### src/rtl/nsub_pkg.sv
// nsub_pkg: shared types and helpers for the nibble-serial subtractor
package nsub_pkg;
    typedef enum logic [1:0] {IDLE, RUN, DONE} state_t;
    localparam int SLICE_W = 4;
    function automatic int nib_idx_w(input int nibbles);
        return (nibbles > 1) ? $clog2(nibbles) : 1;
    endfunction
endpackage

### src/rtl/nibble_sub_seq_if.sv
// nibble_sub_seq_if: operand and result handshakes of the nibble-serial subtractor
interface nibble_sub_seq_if #(
    parameter int NIBBLES = 4
);
    localparam int W = 4 * NIBBLES;
    logic         in_valid;
    logic         in_ready;
    logic [W-1:0] a_in;
    logic [W-1:0] b_in;
    logic         out_valid;
    logic         out_ready;
    logic [W-1:0] diff;
    logic         borrow;
    logic         ovf;
    logic         zero;
    modport master (
        output in_valid, a_in, b_in, out_ready,
        input  in_ready, out_valid, diff, borrow, ovf, zero
    );
    modport slave (
        input  in_valid, a_in, b_in, out_ready,
        output in_ready, out_valid, diff, borrow, ovf, zero
    );
endinterface

### src/rtl/nsub_slice.sv
// nsub_slice: 4-bit ripple-carry adder slice with explicit carry-in
module nsub_slice (
    input  logic [3:0] a,
    input  logic [3:0] b,
    input  logic       cin,
    output logic [3:0] s,
    output logic       cout
);
    logic [4:0] c;
    assign c[0] = cin;
    for (genvar g = 0; g < 4; g++) begin : g_fa
        assign s[g]   = a[g] ^ b[g] ^ c[g];
        assign c[g+1] = (a[g] & b[g]) | (c[g] & (a[g] ^ b[g]));
    end
    assign cout = c[4];
endmodule

### src/rtl/nibble_sub_seq.sv
// nibble_sub_seq: W-bit A-B computed one nibble per cycle through a single shared adder slice
module nibble_sub_seq
    import nsub_pkg::*;
#(
    parameter int NIBBLES = 4
) (
    input logic             clk,
    input logic             rst_n,
    nibble_sub_seq_if.slave bus
);
    localparam int W  = SLICE_W * NIBBLES;
    localparam int IW = nib_idx_w(NIBBLES);
    state_t               state, state_nxt;
    logic [W-1:0]         a_q, b_q, diff_q, diff_nxt;
    logic [IW-1:0]        idx;
    logic [IW+1:0]        base;
    logic [SLICE_W-1:0]   a_nib, b_nib, sum;
    logic                 carry, cout, last, borrow_q, ovf_q, zero_q;
    assign base  = {idx, 2'b00};
    assign a_nib = a_q[base +: SLICE_W];
    assign b_nib = ~b_q[base +: SLICE_W];
    assign last  = idx == IW'(NIBBLES - 1);
    nsub_slice u_slice (
        .a    (a_nib),
        .b    (b_nib),
        .cin  (carry),
        .s    (sum),
        .cout (cout)
    );
    // flags are taken on the final RUN edge, so they must see the top nibble being written
    always_comb begin
        diff_nxt = diff_q;
        diff_nxt[base +: SLICE_W] = sum;
    end
    always_comb begin
        state_nxt = state;
        case (state)
            IDLE:    state_nxt = bus.in_valid ? RUN : IDLE;
            RUN:     state_nxt = last ? DONE : RUN;
            DONE:    state_nxt = bus.out_ready ? IDLE : DONE;
            default: state_nxt = IDLE;
        endcase
    end
    always_ff @(posedge clk or negedge rst_n) begin
        if (!rst_n) begin
            state    <= IDLE;
            a_q      <= '0;
            b_q      <= '0;
            diff_q   <= '0;
            idx      <= '0;
            carry    <= 1'b1;
            borrow_q <= 1'b0;
            ovf_q    <= 1'b0;
            zero_q   <= 1'b0;
        end else begin
            state <= state_nxt;
            if (state == IDLE && bus.in_valid) begin
                a_q    <= bus.a_in;
                b_q    <= bus.b_in;
                diff_q <= '0;
                idx    <= '0;
                carry  <= 1'b1;
            end
            if (state == RUN) begin
                diff_q <= diff_nxt;
                carry  <= cout;
                idx    <= last ? '0 : idx + 1'b1;
                if (last) begin
                    borrow_q <= ~cout;
                    ovf_q    <= (a_q[W-1] != b_q[W-1]) && (diff_nxt[W-1] != a_q[W-1]);
                    zero_q   <= diff_nxt == '0;
                end
            end
        end
    end
    assign bus.in_ready  = state == IDLE;
    assign bus.out_valid = state == DONE;
    assign bus.diff      = diff_q;
    assign bus.borrow    = borrow_q;
    assign bus.ovf       = ovf_q;
    assign bus.zero      = zero_q;
endmodule

### src/flat_wrapper.sv
// flat-port wrapper written by rule: the top's interface ports become plain ports
module nibble_sub_seq_flat import nsub_pkg::*;
#(
    parameter int NIBBLES = 4
)
  (clk, rst_n, bus_in_valid, bus_a_in, bus_b_in, bus_out_ready, bus_in_ready, bus_out_valid, bus_diff, bus_borrow, bus_ovf, bus_zero);
  nibble_sub_seq_if #(.NIBBLES(NIBBLES)) bus_i ();
  input logic clk;
  input logic rst_n;
  input wire logic [$bits(bus_i.in_valid)-1:0] bus_in_valid;
  input wire logic [$bits(bus_i.a_in)-1:0] bus_a_in;
  input wire logic [$bits(bus_i.b_in)-1:0] bus_b_in;
  input wire logic [$bits(bus_i.out_ready)-1:0] bus_out_ready;
  output wire logic [$bits(bus_i.in_ready)-1:0] bus_in_ready;
  output wire logic [$bits(bus_i.out_valid)-1:0] bus_out_valid;
  output wire logic [$bits(bus_i.diff)-1:0] bus_diff;
  output wire logic [$bits(bus_i.borrow)-1:0] bus_borrow;
  output wire logic [$bits(bus_i.ovf)-1:0] bus_ovf;
  output wire logic [$bits(bus_i.zero)-1:0] bus_zero;
  assign bus_i.in_valid = bus_in_valid;
  assign bus_i.a_in = bus_a_in;
  assign bus_i.b_in = bus_b_in;
  assign bus_i.out_ready = bus_out_ready;
  assign bus_in_ready = bus_i.in_ready;
  assign bus_out_valid = bus_i.out_valid;
  assign bus_diff = bus_i.diff;
  assign bus_borrow = bus_i.borrow;
  assign bus_ovf = bus_i.ovf;
  assign bus_zero = bus_i.zero;
  nibble_sub_seq #(.NIBBLES(NIBBLES)) u_core (.clk(clk), .rst_n(rst_n), .bus(bus_i));
endmodule
### config.mk
export PLATFORM = sky130hd
export DESIGN_NAME = nibble_sub_seq_flat
export DESIGN_NICKNAME = d
export VERILOG_FILES = /design/src/rtl/nsub_pkg.sv /design/src/rtl/nibble_sub_seq_if.sv /design/src/rtl/nsub_slice.sv /design/src/rtl/nibble_sub_seq.sv /design/src/flat_wrapper.sv
export SDC_FILE = /design/constraint.sdc
export NUM_CORES = 1
export LEC_CHECK = 0
export ABC_AREA = 1
export ABC_CLOCK_PERIOD_IN_PS = 7200
export BUFFER_PORTS_ARGS = -buffer_cell sky130_fd_sc_hd__buf_2
export CAP_MARGIN = 40
export CORE_ASPECT_RATIO = 0.5
export CORE_MARGIN = 3
export CORE_UTILIZATION = 59
export CTS_CLUSTER_DIAMETER = 80
export DETAILED_ROUTE_END_ITERATION = 16
export MAX_ROUTING_LAYER = met4
export PLACE_DENSITY = 0.85
export SLEW_MARGIN = 20
export SYNTH_ARGS = -nofsm -noshare
export SYNTH_HDL_FRONTEND = slang
export SYNTH_SLANG_ARGS = --single-unit
### constraint.sdc
create_clock -name clk -period 7.2 [get_ports clk]
set_input_delay 0.72 -clock clk [delete_from_list [all_inputs] [get_ports clk]]
set_output_delay 0.72 -clock clk [all_outputs]
set_load 0.03 [all_outputs]
## Yosys cells after proc, flatten, opt, wreduce, memory -nomap -nowiden

Cells that the tools add are included.

- Word-level logic and storage cells: 60
- Output and inout bits: 21
- Bits in registers: 56
- Input bits: 36

- Bitwise logic cells: 22
- Shift operators: 4
- Add/subtract/negate cells: 2
- Equal/unequal tests: 5
- Reduce and logical (&&, ||, !) cells: 6
- Multiplexer cells: 12

Operator list:

| cell | number |
|---|---|
| 16-bit 2-to-1 mux | 2 |
| 16-bit by 5-bit variable part select with 4-bit output | 2 |
| 16-bit bitwise mux | 1 |
| 16-bit logical NOT | 1 |
| 4-bit by 6-bit variable shift with 16-bit output, first input constant | 1 |
| 4-bit by 6-bit variable part select with 16-bit output | 1 |
| 2-bit 2-to-1 mux | 5 |
| 1-bit bitwise AND | 8 |
| 1-bit bitwise XOR | 8 |
| 4-bit negation with 6-bit output | 1 |
| 2-bit one-hot mux with 3 select lines | 1 |
| 2-bit == test, second input constant | 2 |
| 4-bit NOT | 1 |
| 1-bit bitwise OR | 4 |
| 1-bit 2-to-1 mux | 3 |
| 2-bit by 1-bit adder with 2-bit output, second input constant | 1 |
| 2-bit by 1-bit == test with 1-bit output, second input constant | 1 |
| 1-bit logical AND | 2 |
| 2-bit logical NOT | 1 |
| 1-bit != test | 2 |
| 2-bit AND reduction | 1 |
| 2-bit nonzero test | 1 |
| 1-bit NOT | 1 |

## Logic depth before layout (Yosys ltp)

Gate-level depths: netlist (run 1).

- Depth in word-level cells: 14
- Gate-level depth with buffers: 17
- Gate-level depth less buffers: 16

## Hierarchy

Synthesis (run 1) repeated with hierarchy kept, for this count alone.

- Cell total of the unflattened synthesis: 305
- Area, all modules: 2932.8 µm²

Modules (own cells, without submodules):

| module | cells each | seq. area each (µm²) | area an instance (µm²) | instances |
|---|---|---|---|---|
| nibble_sub_seq | 291 | 1402.6 | 2815.2 | 1 |
| nsub_slice | 14 | 0.0 | 117.6 | 1 |

## Worst setup path before layout (run 1)

Ideal clock, no wire load.

- Path kind: reg-to-reg
- Start: register u_core.idx[0]
- End: register u_core.zero_q, in the netlist u_core.bus.zero
- Clock period less this slack: 3.201 ns
- Stages on the path, launching flop included: 18
- Required time: 7.083 ns
- Buffers on the path: 2
- Setup slack: 3.999 ns
- Setup time: 0.117 ns
- Arrival time: 3.083 ns
- Cells stage by stage: dfrtp_1 > buf_4 > clkbuf_1 > a21oi_1 > a32o_1 > fa_1 > inv_1 > fa_1 > inv_1 > fa_1 > fa_1 > nand2_1 > o21ai_0 > nor2_1 > nand2_1 > nor2_1 > nand3_1 > nand2_1

- Word-level cells in the longest chain between the ends: 13
- Elaborated cells on any way between the ends: 27
- Classes of those cells: add/sub (1); eq/ne (1); shift (4); mux (1); bitwise (18); reduce/logical (2)

Ends and longest elaborated chain:

| what | RTL line | source |
|---|---|---|
| start: declaration | nibble_sub_seq.sv:15 | `logic [IW-1:0] idx;` |
| start signal: assignment | nibble_sub_seq.sv:67 | `idx <= last ? '0 : idx + 1'b1;` |
| 16-bit by 5-bit variable part select with 4-bit output | nibble_sub_seq.sv:21 | `assign b_nib = ~b_q[base +: SLICE_W];` |
| 4-bit NOT | nibble_sub_seq.sv:21 |  |
| 1-bit bitwise XOR | nsub_slice.sv:12, nsub_slice.sv:13 |  |
| 1-bit bitwise AND | nsub_slice.sv:13 | `assign c[g+1] = (a[g] & b[g]) \| (c[g] & (a[g] ^ b[g]));` |
| 1-bit bitwise OR | nsub_slice.sv:13 |  |
| 1-bit bitwise AND | nsub_slice.sv:13 |  |
| 1-bit bitwise OR | nsub_slice.sv:13 |  |
| 1-bit bitwise AND | nsub_slice.sv:13 |  |
| 1-bit bitwise OR | nsub_slice.sv:13 |  |
| 1-bit bitwise XOR | nsub_slice.sv:12 | `assign s[g] = a[g] ^ b[g] ^ c[g];` |
| 4-bit by 6-bit variable part select with 16-bit output | nibble_sub_seq.sv:33 | `diff_nxt[base +: SLICE_W] = sum;` |
| 16-bit bitwise mux | nibble_sub_seq.sv:33 |  |
| 16-bit logical NOT | nibble_sub_seq.sv:71 | `zero_q <= diff_nxt == '0;` |
| end signal: assignment | nibble_sub_seq.sv:54 | `zero_q <= 1'b0;` |
| end signal: assignment | nibble_sub_seq.sv:71 |  |
| end: declaration | nibble_sub_seq.sv:18 | `logic carry, cout, last, borrow_q, ovf_q, zero_q;` |

Parallel ways exist; a longest one is shown, timed or not.
A chain may end at the register's enable or synchronous reset.

## Final worst setup path (run 1)

Ends and elaborated chain as after synthesis.

==> results.md, run 1 <==
* Worst path required time at 7.41 ns
* Min Tclk post-route at 4.15 ns
* Tcrit/Tclk final at 0.576
* DIE WIDTH at 105 um
* Cell area after synthesis at 2880 sq um
* Postcts setup bufs at 0
* Core area at 4550 sq um
* Total Power at 1750 uW
* Startpoint types: flop
* DRC viols at 0
* Post-cts sizing count at 0
* RR Endpoint: u_core.bus.zero
* Wl on met1 at 2780 um
* Worst slew pin tran at 0.782 ns
* Core Util, Final at 0.723
* Initial antenna violation count at 0
* Yosys reg bits at 56
* Final layout net count at 399
* Post-route ant nets at 0
* Clock latency at the later pin of the worst-skew pair at 0.31 ns
* IO Count at 57
* Metal2 WL at 3190 um
* HP Class: reg2reg
* Multi-input logic area at 1290 sq um
* Gate count after technology mapping at 300
* Crit. Startpoint: u_core.idx[0]
* Worst Path Arrival at 4.36 ns
* Gp weighted congestion at 0.972
* Yosys top cell area share at 0.478
* Initial Util at 0.633
* CTS root buf: clkbuf_8
* Post-synth top flop: dfrtp_1
* Filler cells at 364
* Largest net degree at the start of global routing at 57
* Via density at 5.68
* Crit. End Element: flop
* Clock transition at path regs at 0.10 ns
* Hold-fix buffer count after cts at 0
* R2r startpoint: u_core.idx[0]
* HPWL after DPL at 4690 um
* Most area-hungry cell type in the Yosys netlist: dfrtp_1
* Iteration-0 DRC Markers at 203
* FP Rows at 17
* Sequential fraction of the synthesis area at 0.487
* Post-route cell area at 3290 sq um
* Pleak at 0.00170 uW
* TritonCTS clock tree: done
* Buffers on Ports at 56
* Skew final at 0.00536 ns
* Die outline height at 55.4 um
* Global Route Usage Sum at 0.241
* Register area at 1400 sq um
* Syn_nets at 346
* Setup TNS at 0 ns
* Share of layout cells above drive strength 1 at 0.282
* Dpl cell area at 3200 sq um
* CTS Buf Count at 5
* Outcome: completed
* Clock sink count at 56
* Final WL at 6670 um
* Clock tree buffer depth at 2
* Register-to-register setup slack at 3.05 ns
* Max VDD drop at 213 uV
* RSZ-0062 raised after global routing: false
* Slew Limit Headroom at 0.478
* Post-synth EDFFs at 0
* Final hold violations at 0
* Worst Reg-to-Reg Cells at 16
* Htree depth at 2
* GRT Residual Overflow at 0
* PD cells at 531 nW/um^2
* CP max FO at 24
* Wire per inst at 15.9 um
* P&R area growth vs syn at 14.3%
* Synth warnings at 0
* Asr flop ratio synth at 1.00
* Ant. Diodes at 0
* Avg Cell Area, Syn at 9.60 sq um
* Top layer in use: met4
* Pins over their slew limit at 0
* Fmax achieved at 241 MHz
* First-pass GRT wire length at 11000 um
* DR vias at 2386
* DR pass1 iterations at 9
* Setup Viol. Count Final at 0
* Critical Path End: u_core.bus.zero
* Top cells by count, synth: nand2_1 (59), dfrtp_1 (55), nor2_1 (30), inv_1 (27), o21ai_0 (27)
* Vias in the first global route at 2265
* DIE AREA at 5810 sq um
* Top cells by area, synth: dfrtp_1 (48%), nand2_1 (7.7%), mux2_4 (6.8%)
* Met3 wire len at 573 um
* Number of max-cap violations at 0
* Critical path class: reg2reg
* Most common cell in the synthesized netlist: nand2_1
* Yosys cell types at 25
## stage by stage
| stage | hold WS (ns) | worst slack [ns] | instances |
|---|---|---|---|
| 6_report | 0.509 | 3.05 | 420 |
| 2_1_floorplan | 0.424 | 4.00 | 300 |
| 3_3_place_gp | 0.465 | 3.40 | 411 |
| 5_1_grt | 0.522 | 2.81 | 420 |
| 3_5_place_dp | 0.486 | 3.15 | 412 |
| 4_1_cts | 0.511 | 3.12 | 420 |
## layout make-up
type                       instances  area share
sequential                        56       0.426
inverter                          28      0.0319
timing repair buffer              58      0.0957
clock buffer                       6      0.0251
tap                               66      0.0251
multi-input combinational        204       0.393
clock inverter                     2     0.00304
## layout by cell type (no fill, tap or decap), drive strengths merged
cell     n
nor2    31
a21oi   10
a31oi    1
o22a     1
nand3   21
clkinv   3
buf     58
inv     27
ha       6
clkbuf   6
o21bai   1
dfstp    1
o31ai    1
o21ai   27
nand2   59
mux2    30
o22ai    9
dfrtp   55
a32o     3
fa       4
## power breakdown
| part | switching [uW] | total (uW) | internal (uW) |
|---|---|---|---|
| Sequential | 115 | 579 | 464 |
| Clock | 102 | 180 | 77.1 |
| Combinational | 609 | 991 | 382 |
| Total | 827 | 1750 | 923 |
## worst min path at each step
stage	from	end	slack, ns	cells past startpoint
floorplan	rst_n	u_core.a_q[0]	0.42	0
global placement	u_core.bus.ovf	u_core.bus.ovf	0.47	2
detailed placement	u_core.bus.ovf	u_core.bus.ovf	0.49	2
CTS	u_core.a_q[11]	u_core.a_q[11]	0.51	1
global route	u_core.a_q[11]	u_core.a_q[11]	0.52	1
finish	u_core.a_q[11]	u_core.a_q[11]	0.51	1
## flip-flops by register name (all words and copies together) (netlist names)
signal / count
u_core.b_q: 16
u_core.bus.ovf: 1
u_core.a_q: 16
u_core.carry: 1
u_core.bus.borrow: 1
u_core.bus.diff: 16
u_core.state: 2
u_core.bus.zero: 1
u_core.idx: 2
## worst max-delay path: stages (launching register included)
cell	delay [ns]
dfrtp_1	0.79
inv_1	0.53
o21ai_0	0.32
o22ai_1	0.13
fa_1	0.40
inv_1	0.09
fa_1	0.16
inv_1	0.05
fa_1	0.40
fa_1	0.52
nand2_1	0.07
o21ai_0	0.24
nor2_1	0.10
nand2_1	0.09
nor2_1	0.04
nand3_1	0.05
nand2_1	0.05
## cells by family (layout without fill, tap and decap cells)
family	Yosys count	in the layout	synth area share
multiplexers	30	30	0.134
buffers and inverters	40	94	0.0643
adder cells (fa/ha/maj)	10	10	0.0539
flip-flops	56	56	0.487
AO/OA/AOI/OAI	53	53	0.106
AND/OR/NAND/NOR	111	111	0.155
## routing by layer
layer / global-route usage / up-vias
met5: - / -
met4: 0.0654 / 0
met3: 0.0560 / 19
met2: 0.380 / 126
met1: 0.317 / 1145
li1: - / 1096
Note: power is estimated with default switching activity, not from simulation.
==> inputs of run 2 (changes only) <==
ABC_AREA = 0   (was 1)
ABC_CLOCK_PERIOD_IN_PS = 4150   (was 7200)
CORE_UTILIZATION = 54   (was 59)
PLACE_DENSITY = 0.79   (was 0.85)
clock period = 4.15 ns   (was 7.2 ns; I/O delays follow)
==> results.md, run 2 <==
* Outcome: completed
* IO Count at 57
* Tcrit/Tclk final at 0.882
* Skew final at 0.0108 ns
* Yosys top cell area share at 0.508
* Gate count after technology mapping at 271
* Post-route ant nets at 0
* Critical path class: reg2reg
* CTS Buf Count at 5
* Final layout net count at 374
* Synth warnings at 0
* Sequential fraction of the synthesis area at 0.517
* DRC viols at 0
* Core area at 4620 sq um
* Startpoint types: flop
* Cell area after synthesis at 2710 sq um
* Crit path max-delay family: adder cells
* TritonCTS clock tree: done
* Crit-path cells: mux4_2 > fa_1 > inv_1 > fa_1 > inv_1 > fa_1 > fa_1 > or3_1 > a211oi_1 > a32o_1
* Htree depth at 2
* Yosys cell types at 33
* Clock sink count at 56
* Most area-hungry cell type in the Yosys netlist: dfrtp_1
* Postcts setup bufs at 0
* Max VDD drop at 395 uV
* Initial antenna violation count at 0
* Clock tree buffer depth at 2
* Dpl cell area at 3070 sq um
* Initial Util at 0.587
* Ant. Diodes at 0
* Post-synth top flop: dfrtp_1
* Post-synth EDFFs at 0
* Die outline height at 56.1 um
* Largest net degree at the start of global routing at 57
* Global Route Usage Sum at 0.227
* PD cells at 942 nW/um^2
* Yosys reg bits at 56
* Clock latency at the later pin of the worst-skew pair at 0.32 ns
* FP Rows at 17
* CP max FO at 6
* Final hold violations at 0
* First-pass GRT wire length at 10300 um
* Syn_nets at 317
* Iteration-0 DRC Markers at 98
* RSZ-0062 raised after global routing: false
* Worst Path Arrival at 3.92 ns
* Buffers on Ports at 56
* CTS root buf: clkbuf_8
* DR vias at 2146
* WP buf/inv at 2
* Top cells by area, synth: dfrtp_1 (51%), nand2_1 (14%), mux4_2 (6.6%)
* Clock transition at path regs at 0.10 ns
* Pleak at 0.00166 uW
* Via density at 5.43
* Share of layout cells above drive strength 1 at 0.249
* Asr flop ratio synth at 1.00
* HPWL after DPL at 4330 um
* Final WL at 6000 um
* Most frequent cells in the layout: nand2_1 (103), buf_2 (56), dfrtp_1 (55)
* Slew Limit Headroom at 0.534
* GRT Residual Overflow at 0
* Pins over their slew limit at 0
* Vias in the first global route at 2101
* Crit. End Element: flop
* Wire per inst at 15.2 um
* Min Tclk post-route at 3.66 ns
* Core Util, Final at 0.687
* DR pass1 iterations at 4
* DIE AREA at 5960 sq um
* Post-route cell area at 3170 sq um
* Top cells by count, synth: nand2_1 (103), dfrtp_1 (55), a22o_1 (12), inv_1 (12)
* P&R area growth vs syn at 17.0%
* CP dominant cell by count: fa_1
* Setup Viol. Count Final at 0
* Post-cts sizing count at 0
* Register-to-register setup slack at 0.49 ns
* Setup TNS at 0 ns
* Hold-fix buffer count after cts at 0
* Worst path required time at 4.41 ns
* Dpl ws at 0.508 ns
* HP Class: in2async
* Filler cells at 381
* Worst slew pin tran at 0.699 ns
* Most common cell after layout, fill and taps aside: nand2_1
* Avg Cell Area, Syn at 10.0 sq um
* CP max stage cell: fa_1
* Final worst-path setup slack at 0.489 ns
* Number of max-cap violations at 0
* DIE WIDTH at 106 um
* Critical Path Max Stage Delay at 0.58 ns
* Most common cell in the synthesized netlist: nand2_1
* Gp weighted congestion at 0.903
* Fmax achieved at 273 MHz
## run 2: cell count changes after synthesis, moves of 15 or more
cell / previous run / this run
mux2_2: 17 / 0
nand2_1: 59 / 103
nor2_1: 30 / 8
inv_1: 27 / 12
nand3_1: 21 / 1
o21ai_0: 27 / 8
## run 2: metal layers
| layer | vias up | share of wire | global-route usage | routed length, um |
|---|---|---|---|---|
| met5 | - | 0 | - | 0 |
| met4 | 0 | 0.015 | 0.0812 | 91 |
| met3 | 9 | 0.063 | 0.0579 | 380 |
| met2 | 66 | 0.45 | 0.327 | 2710 |
| met1 | 1042 | 0.47 | 0.315 | 2820 |
| li1 | 1029 | - | - | - |
## run 2: stage by stage
step / hold WS (ns) / std cells / total power [uW]
3_5_place_dp: 0.463 / 387 / 2660
5_1_grt: 0.270 / 395 / 3240
4_1_cts: 0.249 / 395 / 2980
3_3_place_gp: 0.460 / 385 / 2590
2_1_floorplan: 0.119 / 271 / 2160
6_report: 0.215 / 395 / 2990
## run 2: logic make-up after synthesis
| kind of cell | count (synthesis) | synth area share |
|---|---|---|
| AOI/OAI and AO/OA | 38 | 0.103 |
| adders and majority gates | 10 | 0.0572 |
| muxes | 8 | 0.0665 |
| buffers and inverters | 24 | 0.0360 |
| and+or+nand+nor | 135 | 0.220 |
| DFF | 56 | 0.517 |
## run 2: final cells by class
type | count | area [sq um] | share of cell area
flip-flops and latches | 56 | 1400 | 0.442
clock buffers | 6 | 82.6 | 0.0260
multi-input cells | 191 | 1210 | 0.382
inverters | 12 | 45.0 | 0.0142
well taps | 66 | 82.6 | 0.0260
repair buffers | 62 | 333 | 0.105
clock inverters | 2 | 15.0 | 0.00473
## run 2: where the power goes
| group | switching, uW | leakage [uW] | internal, uW |
|---|---|---|---|
| Combinational | 1050 | 0.000896 | 653 |
| Sequential | 177 | 0.000716 | 789 |
| Clock | 186 | 0.0000434 | 136 |
## run 2: path summary, 6_finish.rpt
check,from,endpoint,cells after the start
max in group asynchronous,rst_n,u_core.a_q[1],2
hold / removal,rst_n,u_core.bus.diff[11],2
setup / recovery,u_core.idx[0],u_core.bus.zero,10
setup reg to reg,u_core.idx[0],u_core.bus.zero,10
min in group clk,bus_b_in[14],u_core.b_q[14],3
hold reg to reg,u_core.b_q[7],u_core.b_q[7],2
==> inputs of run 3 (changes only) <==
CORE_UTILIZATION = 56   (was 54)
CTS_BUF_LIST = sky130_fd_sc_hd__clkbuf_4 sky130_fd_sc_hd__clkbuf_8   (was default)
PLACE_DENSITY = 0.81   (was 0.79)
==> results.md, run 3 (same netlist as run 2, synthesis figures left out) <==
* TritonCTS clock tree: done
* Clk pwr share at 0.119
* Clock sink count at 56
* PD cells at 951 nW/um^2
* CP max FO at 6
* IO Count at 57
* Largest net degree at the start of global routing at 57
* Final WL at 5820 um
* Buffers on Ports at 56
* Global Route Usage Sum at 0.221
* Fmax achieved at 272 MHz
* P&R area growth vs syn at 17.4%
* Final layout net count at 374
* Crit. Startpoint: u_core.idx[0]
* Crit. End Element: flop
* Worst Path Arrival at 3.93 ns
* Core area at 4530 sq um
* Pins over their slew limit at 0
* Most frequent cells in the layout: nand2_1 (103), buf_2 (57), dfrtp_1 (55)
* Hold-fix buffer count after cts at 0
* RR Endpoint: u_core.bus.zero
* Number of cells on the critical path at 10
* HP Class: in2async
* Setup TNS at 0 ns
* Filler cells at 344
* GRT Residual Overflow at 0
* Int Pwr at 1630 uW
* CTS Buf Count at 5
* Max VDD drop at 344 uV
* Worst path required time at 4.40 ns
* Clock tree buffer depth at 2
* M1 GR Usage at 0.293
* Number of max-cap violations at 0
* Flop pwr share at 0.315
* Slew Limit Headroom at 0.534
* Hold WS at 0.228 ns
* Switch Pwr at 1400 uW
* Die outline height at 55.2 um
* Via density at 5.37
* Htree depth at 2
* Startpoint types: flop
* Clock transition at path regs at 0.10 ns
* Tcrit/Tclk final at 0.887
* Busiest grt layer: met2
* Critical path class: reg2reg
* CP dominant cell by count: fa_1
* First-pass GRT wire length at 9920 um
* DRC viols at 0
* Pleak at 0.00167 uW
* CTS root buf: clkbuf_8
* Placed Instances at 386
* Worst Reg-to-Reg Cells at 10
* RSZ-0062 raised after global routing: false
* Gp weighted congestion at 0.864
* Critical Path End: u_core.bus.zero
* Final hold violations at 0
* Initial antenna violation count at 0
* Outcome: completed
* DR pass1 iterations at 4
* Initial Util at 0.598
* Iteration-0 DRC Markers at 70
* Wire per inst at 14.7 um
* Post-route ant nets at 0
* Critical Path Max Stage Delay at 0.58 ns
* Share of layout cells above drive strength 1 at 0.249
* Core Util, Final at 0.703
* Comb pwr share at 0.566
* Worst slew pin tran at 0.700 ns
* Postcts setup bufs at 0
* Vias in the first global route at 2127
* R2r startpoint: u_core.idx[0]
* Met2 usage at 0.346
* Ant. Diodes at 0
* DIE WIDTH at 104 um
* Met3 Use GR at 0.0467
* FP Rows at 17
* WP buf/inv at 2
* Crit path max-delay family: adder cells
* Final Non-Filler Cells at 395
* Post-cts sizing count at 0
* CP max stage cell: fa_1
* Register-to-register setup slack at 0.47 ns
* Crit-path cells: mux4_2 > fa_1 > inv_1 > fa_1 > inv_1 > fa_1 > fa_1 > or3_1 > a211oi_1 > a32o_1
* HPWL after DPL at 4140 um
* Clock latency at the later pin of the worst-skew pair at 0.30 ns
* DR vias at 2120
* Switching share of power at 0.462
* Min Tclk post-route at 3.68 ns
* Skew final at 0.00394 ns
* Most common cell after layout, fill and taps aside: nand2_1
* DIE AREA at 5760 sq um
* Setup Viol. Count Final at 0
-- run 3: power by group through the flow --
stage               Clock, uW  Combinational [uW]  Sequential (uW)
floorplan                   0                1110             1050
global placement            0                1630              954
detailed placement          0                1690              967
CTS                       366                1700              955
global route              390                1880              989
finish                    359                1710              954
-- run 3: how the worst min path moves through the flow --
stage,startpoint,end
final,rst_n,u_core.bus.diff[11]
after CTS,rst_n,u_core.bus.diff[8]
after global placement,u_core.b_q[7],u_core.b_q[7]
after detailed placement,u_core.a_q[7],u_core.a_q[7]
after global routing,rst_n,u_core.bus.diff[11]
after floorplan,rst_n,u_core.a_q[0]
-- run 3: layout make-up --
| type | count | area [sq um] | share of cell area |
|---|---|---|---|
| Inverter | 12 | 45.0 | 0.0142 |
| Clock buffer | 6 | 76.3 | 0.0240 |
| Timing Repair Buffer | 62 | 330 | 0.104 |
| Sequential cell | 56 | 1400 | 0.441 |
| Multi-Input combinational cell | 191 | 1210 | 0.381 |
| Tap cell | 66 | 82.6 | 0.0259 |
| Clock inverter | 2 | 35.0 | 0.0110 |
-- run 3: metrics by stage --
stage | instance area (sq um) | total power (uW) | worst slack (ns)
after floorplan | 2710 | 2160 | 0.491
after global placement | 3050 | 2580 | 0.582
after detailed placement | 3070 | 2660 | 0.473
after CTS | 3180 | 3020 | 0.453
after global routing | 3180 | 3260 | 0.215
final | 3180 | 3030 | 0.470
-- run 3: routing by layer --
metal	vias to the layer above	part of all wire
met4	0	0.010
li1	1022	-
met2	57	0.47
met1	1035	0.47
met5	-	0
met3	6	0.053
